### src/rtl/gray_binary_dec.sv
// Registered Gray-to-binary decoder with valid/ready handshake and 1-cycle latency.
// Define GRAY_STEP_CHECK_EN to build the single-bit-step checker and its error counter.
module gray_binary_dec #(
    parameter int unsigned WIDTH = 8,
    parameter int unsigned CNT_W = 8
) (
    input  logic             clk,
    input  logic             rst_n,
    input  logic [WIDTH-1:0] gray_in,
    input  logic             in_valid,
    output logic             in_ready,
    output logic [WIDTH-1:0] bin_out,
    output logic             out_valid,
    input  logic             out_ready,
    input  logic             step_clr,
    output logic             step_err,
    output logic [CNT_W-1:0] err_cnt
);

    logic [WIDTH-1:0] bin_d, bin_q;
    logic [WIDTH-1:0] dec;
    logic             out_valid_d, out_valid_q;
    logic             accept;
    logic             run_bit;

    assign in_ready = !out_valid_q || out_ready;
    assign accept   = in_valid && in_ready;

    // Each binary bit is the XOR of all Gray bits at or above it.
    always_comb begin
        run_bit = 1'b0;
        dec     = '0;
        for (int i = WIDTH - 1; i >= 0; i--) begin
            run_bit = run_bit ^ gray_in[i];
            dec[i]  = run_bit;
        end
    end

    always_comb begin
        bin_d       = bin_q;
        out_valid_d = out_valid_q;
        if (accept) begin
            bin_d       = dec;
            out_valid_d = 1'b1;
        end else if (out_ready) begin
            out_valid_d = 1'b0;
        end
    end

    always_ff @(posedge clk or negedge rst_n) begin
        if (!rst_n) begin
            bin_q       <= '0;
            out_valid_q <= 1'b0;
        end else begin
            bin_q       <= bin_d;
            out_valid_q <= out_valid_d;
        end
    end

    assign bin_out   = bin_q;
    assign out_valid = out_valid_q;

`ifdef GRAY_STEP_CHECK_EN
    localparam logic [WIDTH-1:0] DiffOne = WIDTH'(1);
    localparam logic [CNT_W-1:0] CntOne  = CNT_W'(1);
    localparam logic [CNT_W-1:0] CntMax  = '1;

    logic [WIDTH-1:0] prev_gray_d, prev_gray_q;
    logic             have_prev_d, have_prev_q;
    logic [CNT_W-1:0] err_cnt_d, err_cnt_q;
    logic             step_err_d, step_err_q;
    logic [WIDTH-1:0] diff;
    logic             step_bad;

    // Exactly one bit set: non-zero and clearing the lowest set bit leaves nothing.
    assign diff     = gray_in ^ prev_gray_q;
    assign step_bad = have_prev_q && !step_clr &&
                      ((diff == '0) || ((diff & (diff - DiffOne)) != '0));

    always_comb begin
        prev_gray_d = prev_gray_q;
        have_prev_d = have_prev_q;
        err_cnt_d   = err_cnt_q;
        step_err_d  = step_err_q;
        if (accept) begin
            prev_gray_d = gray_in;
            have_prev_d = 1'b1;
            step_err_d  = step_bad;
        end else if (step_clr) begin
            have_prev_d = 1'b0;
        end
        if (step_clr) begin
            err_cnt_d = '0;
        end else if (accept && step_bad && (err_cnt_q != CntMax)) begin
            err_cnt_d = err_cnt_q + CntOne;
        end
    end

    always_ff @(posedge clk or negedge rst_n) begin
        if (!rst_n) begin
            prev_gray_q <= '0;
            have_prev_q <= 1'b0;
            err_cnt_q   <= '0;
            step_err_q  <= 1'b0;
        end else begin
            prev_gray_q <= prev_gray_d;
            have_prev_q <= have_prev_d;
            err_cnt_q   <= err_cnt_d;
            step_err_q  <= step_err_d;
        end
    end

    assign step_err = step_err_q;
    assign err_cnt  = err_cnt_q;
`else
    logic unused_step_clr;

    assign unused_step_clr = step_clr;
    assign step_err        = 1'b0;
    assign err_cnt         = '0;
`endif

endmodule

### config.mk
export PLATFORM = sky130hd
export DESIGN_NAME = gray_binary_dec
export DESIGN_NICKNAME = d
export VERILOG_FILES = /design/src/rtl/gray_binary_dec.sv
export SDC_FILE = /design/constraint.sdc
export NUM_CORES = 1
export LEC_CHECK = 0
export ABC_AREA = 0
export CORE_MARGIN = 3
export CORE_UTILIZATION = 37
export DETAILED_ROUTE_END_ITERATION = 8
export GPL_TIMING_DRIVEN = 0
export PLACE_DENSITY = 0.81
export SETUP_SLACK_MARGIN = 0.15
export SYNTH_ARGS = -nofsm -noshare
export SYNTH_HDL_FRONTEND = slang
export SYNTH_SLANG_ARGS = --single-unit
export TNS_END_PERCENT = 1
### constraint.sdc
create_clock -name clk -period 2.26 [get_ports clk]
set_input_delay 0.452 -clock clk [delete_from_list [all_inputs] [get_ports clk]]
set_output_delay 0.452 -clock clk [all_outputs]
set_load 0.01 [all_outputs]
## Yosys cells after proc, flatten, opt, wreduce, memory -nomap -nowiden

Index checks and enable logic that the tools add are counted.

- Bits in writable memories: 0
- Memories kept: 0
- Latch bits: 0
- Word-level logic and storage cells: 15
- Register bits: 9
- Input bits: 13
- Bits in read-only memories: 0
- Output and inout bits: 19

- Magnitude comparators: 0
- Add/sub/neg operators: 0
- Shift-type cells: 0
- Reductions and logical operators: 4
- Divide/modulo/power cells: 0
- Bitwise logic cells: 7
- Equality and inequality tests: 0
- Multiply operators: 0
- Muxes and demuxes: 2

Operators by type and width:

| kind | count |
|---|---|
| 1-bit bitwise XOR | 7 |
| 1-bit two-way mux | 2 |
| 2-bit nonzero test | 1 |
| 1-bit logical AND | 1 |
| 1-bit logical NOT | 1 |
| 1-bit logical OR | 1 |

## Longest topological paths before layout

Gate-level depths: netlist of run 1.

- Word-level depth: 7
- Mapped depth: 5
- Depth with buffers taken out: 4

## Least setup slack after synthesis of run 1

Ideal clock, no wire load.

- Path kind: input port to flip-flop
- From: input gray_in[6]
- To: register bin_q[0] (netlist: bin_out[0])
- Arrival time: 1.610 ns
- Buffers on the path: 0
- Required time: 2.184 ns
- Setup time: 0.076 ns
- Cell stages on the path: 4
- Setup slack: 0.573 ns
- Path through: xor3_2 > xnor3_2 > xnor3_1 > o21ai_1

- Longest elaborated chain between the ends: 7

Ends and longest elaborated chain:

| item | RTL line | RTL |
|---|---|---|
| start: declaration | 9 | `input logic [WIDTH-1:0] gray_in,` |
| 1-bit bitwise XOR (7 in a row) | 34 | `run_bit = run_bit ^ gray_in[i];` |
| end signal: assignment | 55 | `bin_q <= bin_d;` |
| end: declaration | 20 | `logic [WIDTH-1:0] bin_d, bin_q;` |

Every way passes these cells.
A chain may end at the register's enable or synchronous reset.

## Worst setup path after layout of run 1

- From: input out_ready
- To: output in_ready

- Longest elaborated chain between the ends: 1

Ends and longest elaborated chain:

| item | RTL line | RTL |
|---|---|---|
| start: declaration | 14 | `input logic out_ready,` |
| 1-bit logical OR | 26 | `assign in_ready = !out_valid_q \|\| out_ready;` |
| end: declaration | 11 | `output logic in_ready,` |

Every way passes these cells.

==> impl_metrics.py, run 1 <==
metrics = {
    "synthesis": {
        "yosys.area.top_type": "dfrtp_1",
        "synth_top_area_share_pct": 44.4,
        "synth.distinct_cells": 14,
        "syn_avg_cell_area_um2": 11.3,
        "ys_warn_count": 0,
        "async_reset_ff_share_pct": 100,
        "synth_area_leaders": "dfrtp_1, buf_4, xnor2_1, nand2_1, o21ai_0",
        "synth_ff_type": "dfrtp_1",
        "syn_inst": 45,
        "ys_seq_area_share_pct": 44.4,
        "netlist_top_cells_count": "buf_4, dfrtp_1, nand2_1",
        "synth-edff-count": 0,
        "syn-cell-area_um2": 507,
        "ys_ff_latch": 9,
    },
    "finish": {
        "multi_input_area_um2": 240,
        "layout-area-overhead-vs-synth_pct": 56.0,
        "diodes": 0,
        "seq_area_um2": 225,
        "num-nets-final": 92,
        "drive_above_1_share_pct": 20.5,
        "fill_cells": 98,
    },
    "setup_path": {
        "worstPathArrival_ns": 1.59,
        "r2r-start": "out_valid$_DFFE_PN0P_",
        "critPathLaunch": "out_ready",
        "critPathLaunchType": "input pin",
        "critPathRequiredTime_ns": 1.81,
        "crit_path_end_kind": "output pin",
        "critPathKind": "in2out",
        "worstPathMaxFanout": 3,
    },
    "timing": {
        "fin_skew_ns": 0.00653,
        "hold_slack_ns": 0.481,
        "slew_violations": 0,
        "rsz0062_at_grt": "false",
        "min_period_over_period_pct": 90.4,
        "min_period_ns": 2.04,
        "fin_ws_ns": 0.218,
        "finalSetupViolCount": 0,
        "fmax_mhz": 490,
        "hold_violations": 0,
    },
    "routing": {
        "dr_total_vias": 372,
        "route.detailed.drc": 0,
        "drt_wl_total_um": 912,
        "ant_nets": 0,
        "drt_iter0_drc": 1,
        "post_drt_wl_per_cell_um": 9.91,
        "via_per_inst": 4.04,
        "drtPass1Iterations": 2,
    },
    "clock_tree": {
        "clk_pin_slew_ns": 0.07,
        "ctsResizeCount": 0,
        "cts_buffer_depth": 2,
        "cts_setup_buffers": 0,
        "cts.htree.levels": 1,
        "hold_buffers": 0,
        "cts_made_buffers": 3,
        "cts_tree": "built",
        "root_buffer": "clkbuf_4",
        "clock_latency_ns": 0.25,
        "cts.sinks": 9,
    },
    "pwr": {
        "p_seq_share_pct": 38.6,
        "peakVddDrop_mv": 0.480,
        "swShare_pct": 27.9,
        "leakage_uw": 0.000382,
        "pwr-share-clk_pct": 21.9,
        "power_frac_comb_pct": 39.5,
        "p_per_area_mw_per_mm2": 703,
        "switchingPower_uw": 155,
        "p_int_uw": 401,
        "power_uw": 556,
    },
    "grt": {
        "antenna_found_initial": 0,
        "grt_overflow": 0,
        "grt_pass1_vias": 332,
        "grt_max_degree": 11,
        "grt.total_usage_pct": 10.2,
        "grt_pass1_wl_um": 1400,
    },
    "placement": {
        "port_buffers": 21,
        "dp_slack_ns": -0.0479,
        "gp_congestion": 0.733,
        "dp_hpwl_um": 758,
    },
    "die": {
        "ioPinCount": 32,
        "start_util_pct": 42.7,
        "dieArea_mm2": 0.00185,
        "die_x_um": 43.0,
        "core_mm2": 0.00119,
        "die_h_um": 43.0,
        "num_rows": 12,
    },
    "hold_path": {
        "hold_start": "bin_out[1]$_DFFE_PN0P_",
        "hold_path.class": "reg2reg",
    },
    "flow_run": {
        "cap_violations": 0,
    },
    "run_status": {
        "outcome": "completed",
    },
}
worst paths after layout:
check / end / slack [ns] / cells past startpoint
max reg2reg: bin_out[2]$_DFFE_PN0P_ / 1.03 / 4
min: bin_out[1]$_DFFE_PN0P_ / 0.48 / 2
min reg2reg: bin_out[1]$_DFFE_PN0P_ / 0.48 / 2
min in group asynchronous: bin_out[0]$_DFFE_PN0P_ / 0.49 / 1
max in group asynchronous: out_valid$_DFFE_PN0P_ / 1.47 / 1
max: in_ready / 0.22 / 3
cells in the final DEF (no fill, tap or decap), drive strengths merged:
master,instances
nand2b,2
xnor3,2
xor2,1
conb,9
clkdlybuf4s50,21
clkbuf,5
o21ai,6
xor3,1
buf,9
xnor2,4
dfrtp,9
nand2,7
mux2,2
registers in the layout (all words and copies together) (netlist names):
register   flops
bin_out        8
out_valid      1
metal layers:
metal	track usage (%)	up-vias	part of all wire, %
met5	0	-	0
met4	3.61	0	1.4
met3	3.81	2	12
met2	18.9	19	47
met1	10.3	159	39
li1	-	192	-
stage by stage:
step | instance area (um^2) | instances | TNS (ns) | util [%]
4_1_cts | 791 | 92 | 0 | 66.7
5_1_grt | 791 | 92 | 0 | 66.7
6_report | 791 | 92 | 0 | 66.7
3_5_place_dp | 764 | 88 | -0.0479 | 64.5
3_3_place_gp | 764 | 88 | -0.00457 | 64.5
2_1_floorplan | 537 | 53 | 0 | -
critical path, cell delays in order:
cell and delay [ns]:
clkdlybuf4s50_1 0.44, nand2b_1 0.14, clkdlybuf4s50_1 0.55
power groups by stage:
stage	combinational [uW]	sequential, uW	clock, uW
3_5_place_dp	221	218	0
6_report	220	215	122
3_3_place_gp	218	217	0
4_1_cts	223	215	125
2_1_floorplan	94.0	234	0
5_1_grt	237	219	137
cell type report:
| class | count | area share [%] |
|---|---|---|
| clock buffers | 4 | 3.32 |
| flip-flops and latches | 9 | 28.5 |
| repair buffers | 21 | 26.6 |
| plain buffers | 10 | 9.02 |
| multi-input cells | 34 | 30.4 |
| well taps | 14 | 2.22 |
cells by family (layout without fill, tap and decap cells):
kind of cell | count (synthesis) | after routing | share of synthesized area (%)
xor gates and xnor gates | 8 | 8 | 22.7
DFF | 9 | 9 | 44.4
AOI/OAI and AO/OA | 6 | 6 | 5.92
muxes | 2 | 2 | 4.44
other | 1 | 9 | 0.740
buffers and inverters | 10 | 35 | 14.1
and+or+nand+nor | 9 | 9 | 7.65
No activity file was read; power rests on OpenSTA's default activity.
==> run 2, diff against run 1 <==
Settings changed: ABC_AREA 0 to 1, CORE_UTILIZATION 37 to 41, PLACE_DENSITY 0.81 to 0.83, SETUP_SLACK_MARGIN 0.15 to 0.1.
==> run 2 against run 1 <==
  * Register-to-register slack gained 0.06 ns
  * Highest routed layer unchanged
  * Largest cell class is now multi-input combinational cells
  * Count of clock-buffer cells in the layout is the same
  * Critical path type unchanged
  * Fmax grew 0.63%
  * Largest power group is now registers
==> impl_metrics.py, run 2 <==
metrics = {
    "timing": {
        "fmax_mhz": 493,
        "hold_slack_ns": 0.481,
        "hold_violations": 0,
        "min_period_ns": 2.03,
        "rsz0062_at_grt": "false",
        "fin_tns_setup_ns": 0,
        "finalSetupViolCount": 0,
        "fin_skew_ns": 0.00147,
        "min_period_over_period_pct": 89.8,
        "slew_violations": 0,
    },
    "clock_tree": {
        "cts_buffer_depth": 2,
        "clock_latency_ns": 0.25,
        "cts_tree": "built",
        "cts.htree.levels": 1,
        "clk_pin_slew_ns": 0.06,
        "cts.sinks": 9,
        "ctsResizeCount": 0,
        "root_buffer": "clkbuf_4",
        "cts_setup_buffers": 0,
        "hold_buffers": 0,
        "cts_made_buffers": 3,
    },
    "setup_path": {
        "r2r_cells": 6,
        "worstPathArrival_ns": 1.58,
        "reg2reg_slack_ns": 1.09,
        "critPathLaunchType": "input pin",
        "r2r_end": "bin_out[4]$_DFFE_PN0P_",
        "crit_path_max_incr_delay_ns": 0.55,
        "cpMostUsedCell": "clkdlybuf4s50_1",
        "slowest_stage": "clkdlybuf4s50_1",
        "critPathKind": "in2out",
        "critPathLaunch": "out_ready",
        "crit_path_end_kind": "output pin",
        "worstSetupEndpoint": "in_ready",
        "critPathRequiredTime_ns": 1.81,
        "critical_path.cell_chain": "clkdlybuf4s50_1 -> inv_1 -> nand2_1 -> clkdlybuf4s50_1",
        "worstPathMaxFanout": 3,
        "r2r-start": "out_valid$_DFFE_PN0P_",
    },
    "grt": {
        "grt_max_degree": 11,
        "global_route.usage.met1_pct": 16.8,
        "grt.total_usage_pct": 13.4,
        "met2_usage_pct": 22.6,
        "use_met3_pct": 2.39,
        "grt_pass1_vias": 497,
        "antenna_found_initial": 0,
        "grt_busiest_layer": "met2",
        "grt_pass1_wl_um": 2020,
        "grt_overflow": 0,
    },
    "finish": {
        "fill_cells": 115,
        "drive_above_1_share_pct": 27.4,
        "layout-area-overhead-vs-synth_pct": 46.1,
        "diodes": 0,
        "final_common_cell": "clkdlybuf4s50_1",
        "num-nets-final": 120,
        "largest_reg_flops": 8,
        "final_util_pct": 66.2,
        "final_cell_mix": "clkdlybuf4s50_1, nand2_1, inv_1, nand3_2, buf_4",
    },
    "synthesis": {
        "synth.distinct_cells": 13,
        "syn-cell-area_um2": 619,
        "netlist_top_cells_count": "nand2_1, buf_4, inv_1, nand3_2, dfrtp_1",
        "syn_inst": 73,
        "yosys.area.top_type": "dfrtp_1",
        "synth.most_common_cell": "nand2_1",
        "synth_ff_type": "dfrtp_1",
        "synth-edff-count": 0,
        "synth_top_area_share_pct": 36.4,
        "syn_avg_cell_area_um2": 8.48,
        "ys_seq_area_share_pct": 36.4,
        "ys_ff_latch": 9,
        "synth_area_leaders": "dfrtp_1, nand3_2, buf_4, nand2_1, inv_1",
        "async_reset_ff_share_pct": 100,
        "ys_warn_count": 0,
    },
    "run_status": {
        "outcome": "completed",
    },
    "placement": {
        "dp_hpwl_um": 1050,
        "gp_congestion": 0.742,
        "port_buffers": 21,
    },
    "pwr": {
        "power_frac_comb_pct": 38.2,
        "pwr-share-clk_pct": 23.0,
        "leakage_uw": 0.000466,
        "p_int_uw": 360,
        "swShare_pct": 30.4,
        "p_per_area_mw_per_mm2": 573,
        "p_seq_share_pct": 38.8,
        "switchingPower_uw": 158,
        "peakVddDrop_mv": 0.258,
        "power_uw": 518,
    },
    "die": {
        "num_rows": 13,
        "ioPinCount": 32,
        "start_util_pct": 45.3,
        "die_h_um": 44.9,
        "core_mm2": 0.00137,
        "die_x_um": 44.9,
        "dieArea_mm2": 0.00201,
    },
    "hold_path": {
        "hold_path.class": "reg2reg",
        "hold_start": "bin_out[7]$_DFFE_PN0P_",
    },
    "routing": {
        "drt_iter0_drc": 8,
        "route.detailed.drc": 0,
        "dr_total_vias": 540,
        "drt_wl_total_um": 1230,
        "ant_nets": 0,
        "post_drt_wl_per_cell_um": 10.2,
        "drtPass1Iterations": 4,
        "via_per_inst": 4.46,
    },
    "flow_run": {
        "cap_violations": 0,
    },
}
==> run 2: critical path: cells and delay by family <==
family / cells / cell delay, ns
buf+inv: 3 / 1.04
simple gates: 1 / 0.09
==> run 2: layout make-up <==
cell class	count	area [um^2]	share of cell area, %
tap	15	18.8	2.07
timing repair buffer	21	210	23.2
clock buffer	4	26.3	2.90
inverter	10	37.5	4.15
sequential	9	225	24.9
multi-input combinational	52	312	34.4
buffer	10	75.1	8.30
==> run 2: cell families (layout without fill, tap and decap cells) <==
family	Yosys count	after routing	share of synthesized area, %
compound gates	7	7	6.67
buf+inv	20	45	18.2
simple gates	36	36	38.2
other cells	1	9	0.605
flops	9	9	36.4
==> run 2: worst min-delay path by stage <==
stage                                        end  slack (ns)  cells past startpoint
after global placement    bin_out[0]$_DFFE_PN0P_        0.46                      2
after global routing      bin_out[5]$_DFFE_PN0P_        0.52                      2
after floorplan           bin_out[0]$_DFFE_PN0P_        0.16                      0
after CTS                 bin_out[0]$_DFFE_PN0P_        0.49                      2
after detailed placement  bin_out[0]$_DFFE_PN0P_        0.47                      2
final                     bin_out[7]$_DFFE_PN0P_        0.48                      2
==> run 2: through the flow <==
step	cells	setup slack, ns	cell area (um^2)
after CTS	121	0.218	905
after global routing	121	0.152	905
after global placement	117	0.249	878
final	121	0.231	905
after floorplan	81	0.861	649
after detailed placement	117	0.211	878
==> run 2: power groups by stage <==
stage                     clock (uW)  sequential (uW)  combinational [uW]
after floorplan                    0              217                91.4
after global placement             0              203                 194
after global routing             128              204                 217
after detailed placement           0              204                 199
after CTS                        122              201                 200
final                            119              201                 198
==> run 2: layer usage <==
layer / vias to the layer above / part of all wire, %
met1: 231 / 42
met5: - / 0
met3: 2 / 9.9
li1: 286 / -
met4: 0 / 0.81
met2: 21 / 47
==> run 3, diff against run 2 <==
Settings changed: ABC_CLOCK_PERIOD_IN_PS from default to 2260.
==> results of run 3 <==
No change in the layout: final DEF, timing and power equal those of run 2.
==> patch 1, RTL diff (settings of run 1) <==
The parameter `CNT_W` goes from 8 to 10.
--- a/src/rtl/gray_binary_dec.sv
+++ b/src/rtl/gray_binary_dec.sv
@@ -2,7 +2,7 @@
 // Define GRAY_STEP_CHECK_EN to build the single-bit-step checker and its error counter.
 module gray_binary_dec #(
     parameter int unsigned WIDTH = 8,
-    parameter int unsigned CNT_W = 8
+    parameter int unsigned CNT_W = 10
 ) (
     input  logic             clk,
     input  logic             rst_n,
Ports: changed (resized err_cnt); port bits go from 32 to 34. The function was not compared with the original's and may differ.
==> patch 1 against run 1 <==
Clock skew is 0.00057 ns higher; setup slack worse by 0.0058 ns; utilization is 1.4 points higher; total power is 4.1% higher; worst hold slack hardly changed; wire length is 8.2% higher; fmax is 0.28% lower; sequential cell count stayed put; combinational power is 9% higher; final cell count is 6.5% higher; final area is 4.7% higher; global-route usage is 0.77 points higher; sequential power hardly changed; area after synthesis is 3.0% higher; critical path type unchanged; critical endpoint unchanged; largest cell class unchanged; highest routed layer unchanged.
==> patch 1: results (changes against run 1) <==
DR WL/cell 10.1 um (was 9.91 um); Synth Instances 47 (was 45); Place WS -0.0366 ns (was -0.0479 ns); final WL 987 um (was 912 um); placed inst area 787 um2 (was 764 um2); global-route wire length before repair 1550 um (was 1400 um); met1 usage 11.6% (was 10.3%); clock skew 0.00709 ns (was 0.00653 ns); met2 Use GR 20.1% (was 18.9%); vias in the first global route 361 (was 332); Leak 0.409 nW (was 0.382 nW); Placed Cells incl. Taps 92 (was 88); DRT Pass-1 Iters 3 (was 2); GRT met3 Usage 2.49% (was 3.81%); cell-internal power 414 uW (was 401 uW); worst hold path class input pin to asynchronous set/reset pin (was flop to flop); register area share after synthesis 43.2% (was 44.4%); status completed (unchanged); list of most frequent post-synthesis cells buf_4 (11), dfrtp_1 (9), nand2_1 (7) (was buf_4 (9), dfrtp_1 (9), nand2_1 (7)); routability cong. 0.678 (was 0.733); DRT iter0 DRCs 5 (was 1); Area contributors post-synth dfrtp_1 (43%), buf_4 (16%), xnor2_1 (6.7%) (was dfrtp_1 (44%), buf_4 (13%), xnor2_1 (6.9%)); layout cells sized above 1 23.8% (was 20.5%); worst stage delay on the critical path 0.55 ns (about the same); Via Count 395 (was 372); nets@finish 98 (was 92)
-- patch 1: what timing repair did --
action | CTS | global route
endpoints found under the setup margin | 0 | 1
gates resized for setup | 0 | 0
buffers inserted | 0 | 2
-- patch 1: per-layer routing --
metal	share of wire [%]	vias to the layer above	wire length, um
met3	11	2	106
li1	-	201	-
met5	0	-	0
met1	40	170	399
met4	0.51	0	5
met2	48	22	476
-- patch 1: cells by family (layout without fill, tap and decap cells) --
logic type / Yosys count / in the layout / synth area share, %
buffers and inverters: 12 / 39 / 16.5
flip-flops: 9 / 9 / 43.2
AND/OR/NAND/NOR: 9 / 9 / 7.43
XOR/XNOR: 8 / 8 / 22.1
AO/OA/AOI/OAI: 6 / 6 / 5.75
multiplexers: 2 / 2 / 4.32
other: 1 / 11 / 0.719
-- patch 1: worst paths after layout --
kind	startpoint	end	slack [ns]
max in group asynchronous	rst_n	bin_out[1]	1.49
max	out_ready	in_ready	0.21
max reg2reg	out_valid	bin_out[2]	1.05
min reg2reg	bin_out[1]	bin_out[1]	0.48
min in group clk	bin_out[1]	bin_out[1]	0.48
min	rst_n	bin_out[4]	0.48
-- patch 1: final cells by class --
class	instances	area, um2
buffer	12	86.3
clock buffer	4	26.3
fill	106	388
multi-input combinational	36	248
sequential	9	225
tap	14	17.5
timing repair buffer	23	225
-- patch 1: power groups by stage --
stage / logic, mW / clock network [mW] / registers, mW
after CTS: 0.227 / 0.131 / 0.216
after detailed placement: 0.225 / 0 / 0.218
final: 0.239 / 0.124 / 0.215
after global placement: 0.223 / 0 / 0.216
after global routing: 0.260 / 0.136 / 0.221
after floorplan: 0.0980 / 0 / 0.234
-- patch 1: stage by stage --
| stage | total power [mW] | hold slack [ns] | setup TNS [ns] | utilization, % |
|---|---|---|---|---|
| floorplan | 0.333 | 0.156 | 0 | - |
| global placement | 0.439 | 0.461 | -0.0151 | 64.7 |
| detailed placement | 0.444 | 0.475 | -0.0366 | 64.7 |
| CTS | 0.574 | 0.491 | 0 | 66.9 |
| global route | 0.617 | 0.523 | 0 | 68.1 |
| finish | 0.579 | 0.482 | 0 | 68.1 |
==> patch 2, RTL diff (config.mk and constraints of run 1) <==
Made on the original files. Add a define of `GRAY_STEP_CHECK_EN`.
--- a/src/rtl/gray_binary_dec.sv
+++ b/src/rtl/gray_binary_dec.sv
@@ -1,5 +1,7 @@
 // Registered Gray-to-binary decoder with valid/ready handshake and 1-cycle latency.
 // Define GRAY_STEP_CHECK_EN to build the single-bit-step checker and its error counter.
+`define GRAY_STEP_CHECK_EN
+
 module gray_binary_dec #(
     parameter int unsigned WIDTH = 8,
     parameter int unsigned CNT_W = 8
Function: changed (Yosys sat finds a counterexample within 4 cycles, from zero or initial values and one cycle with rst_n low).
==> patch 2 against run 1 <==
Count of clock-buffer cells in the layout fell by 1; sequential cell count rose by 17; highest routed layer unchanged; total power rose by 130%; global-route usage up 3.9 points; setup slack got worse by 0.022 ns; final area is 140% higher; non-clock buffer count up 9; wire length rose to 3.2 times the old value; area after synthesis grew to 2.6 times the old value.
==> patch 2: results (changes against run 1) <==
post-synthesis mux area share 10.7% (was 4.44%); DRT Pass-1 Iters 4 (was 2); metal2 WL 1590 um (was 430 um); Synth Register Bits 26 (was 9); Buffers excl. clock 40 (was 31); mapped cell area 1340 um2 (was 507 um2); final WL 2960 um (was 912 um); worst stage delay on the critical path 0.32 ns (was 0.55 ns); Logic inverters 2 (was 0); R2R cell count 8 (was 4); Non-clock buffering overhead 18.9% (was 35.6%); XOR/XNOR Fraction of Synth Area 11.7% (was 22.7%); Skew-Pair Late Insertion Delay 0.34 ns (was 0.25 ns); Hold Slack 0.465 ns (was 0.481 ns); CP startpoint gray_in[2] (was out_ready); kind of critical path input pin to flop (was input pin to primary output); nets@finish 181 (was 92); Avg Vias per Cell 5.17 (was 4.04); hold path start gray_in[4] (was bin_out[1]); GRT met3 Usage 2.55% (was 3.81%); sequential cell area share 34.2% (was 28.5%); Place WS -0.475 ns (was -0.0479 ns); peak supply drop 0.380 mV (was 0.480 mV); GRT Overall Usage 14.1% (was 10.2%); Placed Cells incl. Taps 203 (was 88); WL met3 126 um (was 109 um); syn_area_per_cell 10.6 um2 (was 11.3 um2); met2 Use GR 25.4% (was 18.9%); R2R Setup Slk 0.20 ns (was 1.03 ns); Final clock-cell share 2.76% (was 3.32%); worst reg2reg endpoint err_cnt[5] (was bin_out[2]); clock skew 0.0137 ns (was 0.00653 ns); status completed (unchanged); placed inst area 1710 um2 (was 764 um2); Worst Hold Endpoint prev_gray_q[4] (was bin_out[1]); largest net degree at the start of global routing 27 (was 11); Adder-Cell Fraction of Synth Area 0.933% (was 0%); top cell family by delay on the critical path simple AND/OR/NAND/NOR gates (was buffers and inverters); Leak 0.790 nW (was 0.382 nW)
[patch 2: cell count changes in the layout (fill, tap and decap cells not counted), moves of 3 or more]
cell | before | now
conb_1 | 9 | 0
o21ai_0 | 5 | 10
xnor2_2 | 0 | 7
dfrtp_1 | 9 | 26
mux2_2 | 2 | 10
nand3_1 | 0 | 3
nor2b_1 | 0 | 3
nand2_1 | 7 | 15
dlygate4sd2_1 | 0 | 7
a21oi_1 | 0 | 4
buf_4 | 9 | 5
nor2_1 | 0 | 3
[patch 2: what timing repair did]
action                                  in CTS  in global routing
setup buffers                                3                  1
hold endpoints to repair                     0                  0
resized for setup                           17                 14
cloned                                       0                  1
endpoints found under the setup margin       7                  4
pin swaps                                    4                 10
[patch 2: power breakdown]
group          switching, mW  internal (mW)  total [mW]
sequential            0.0408          0.526       0.566
combinational          0.170          0.217       0.387
clock                  0.158          0.180       0.337
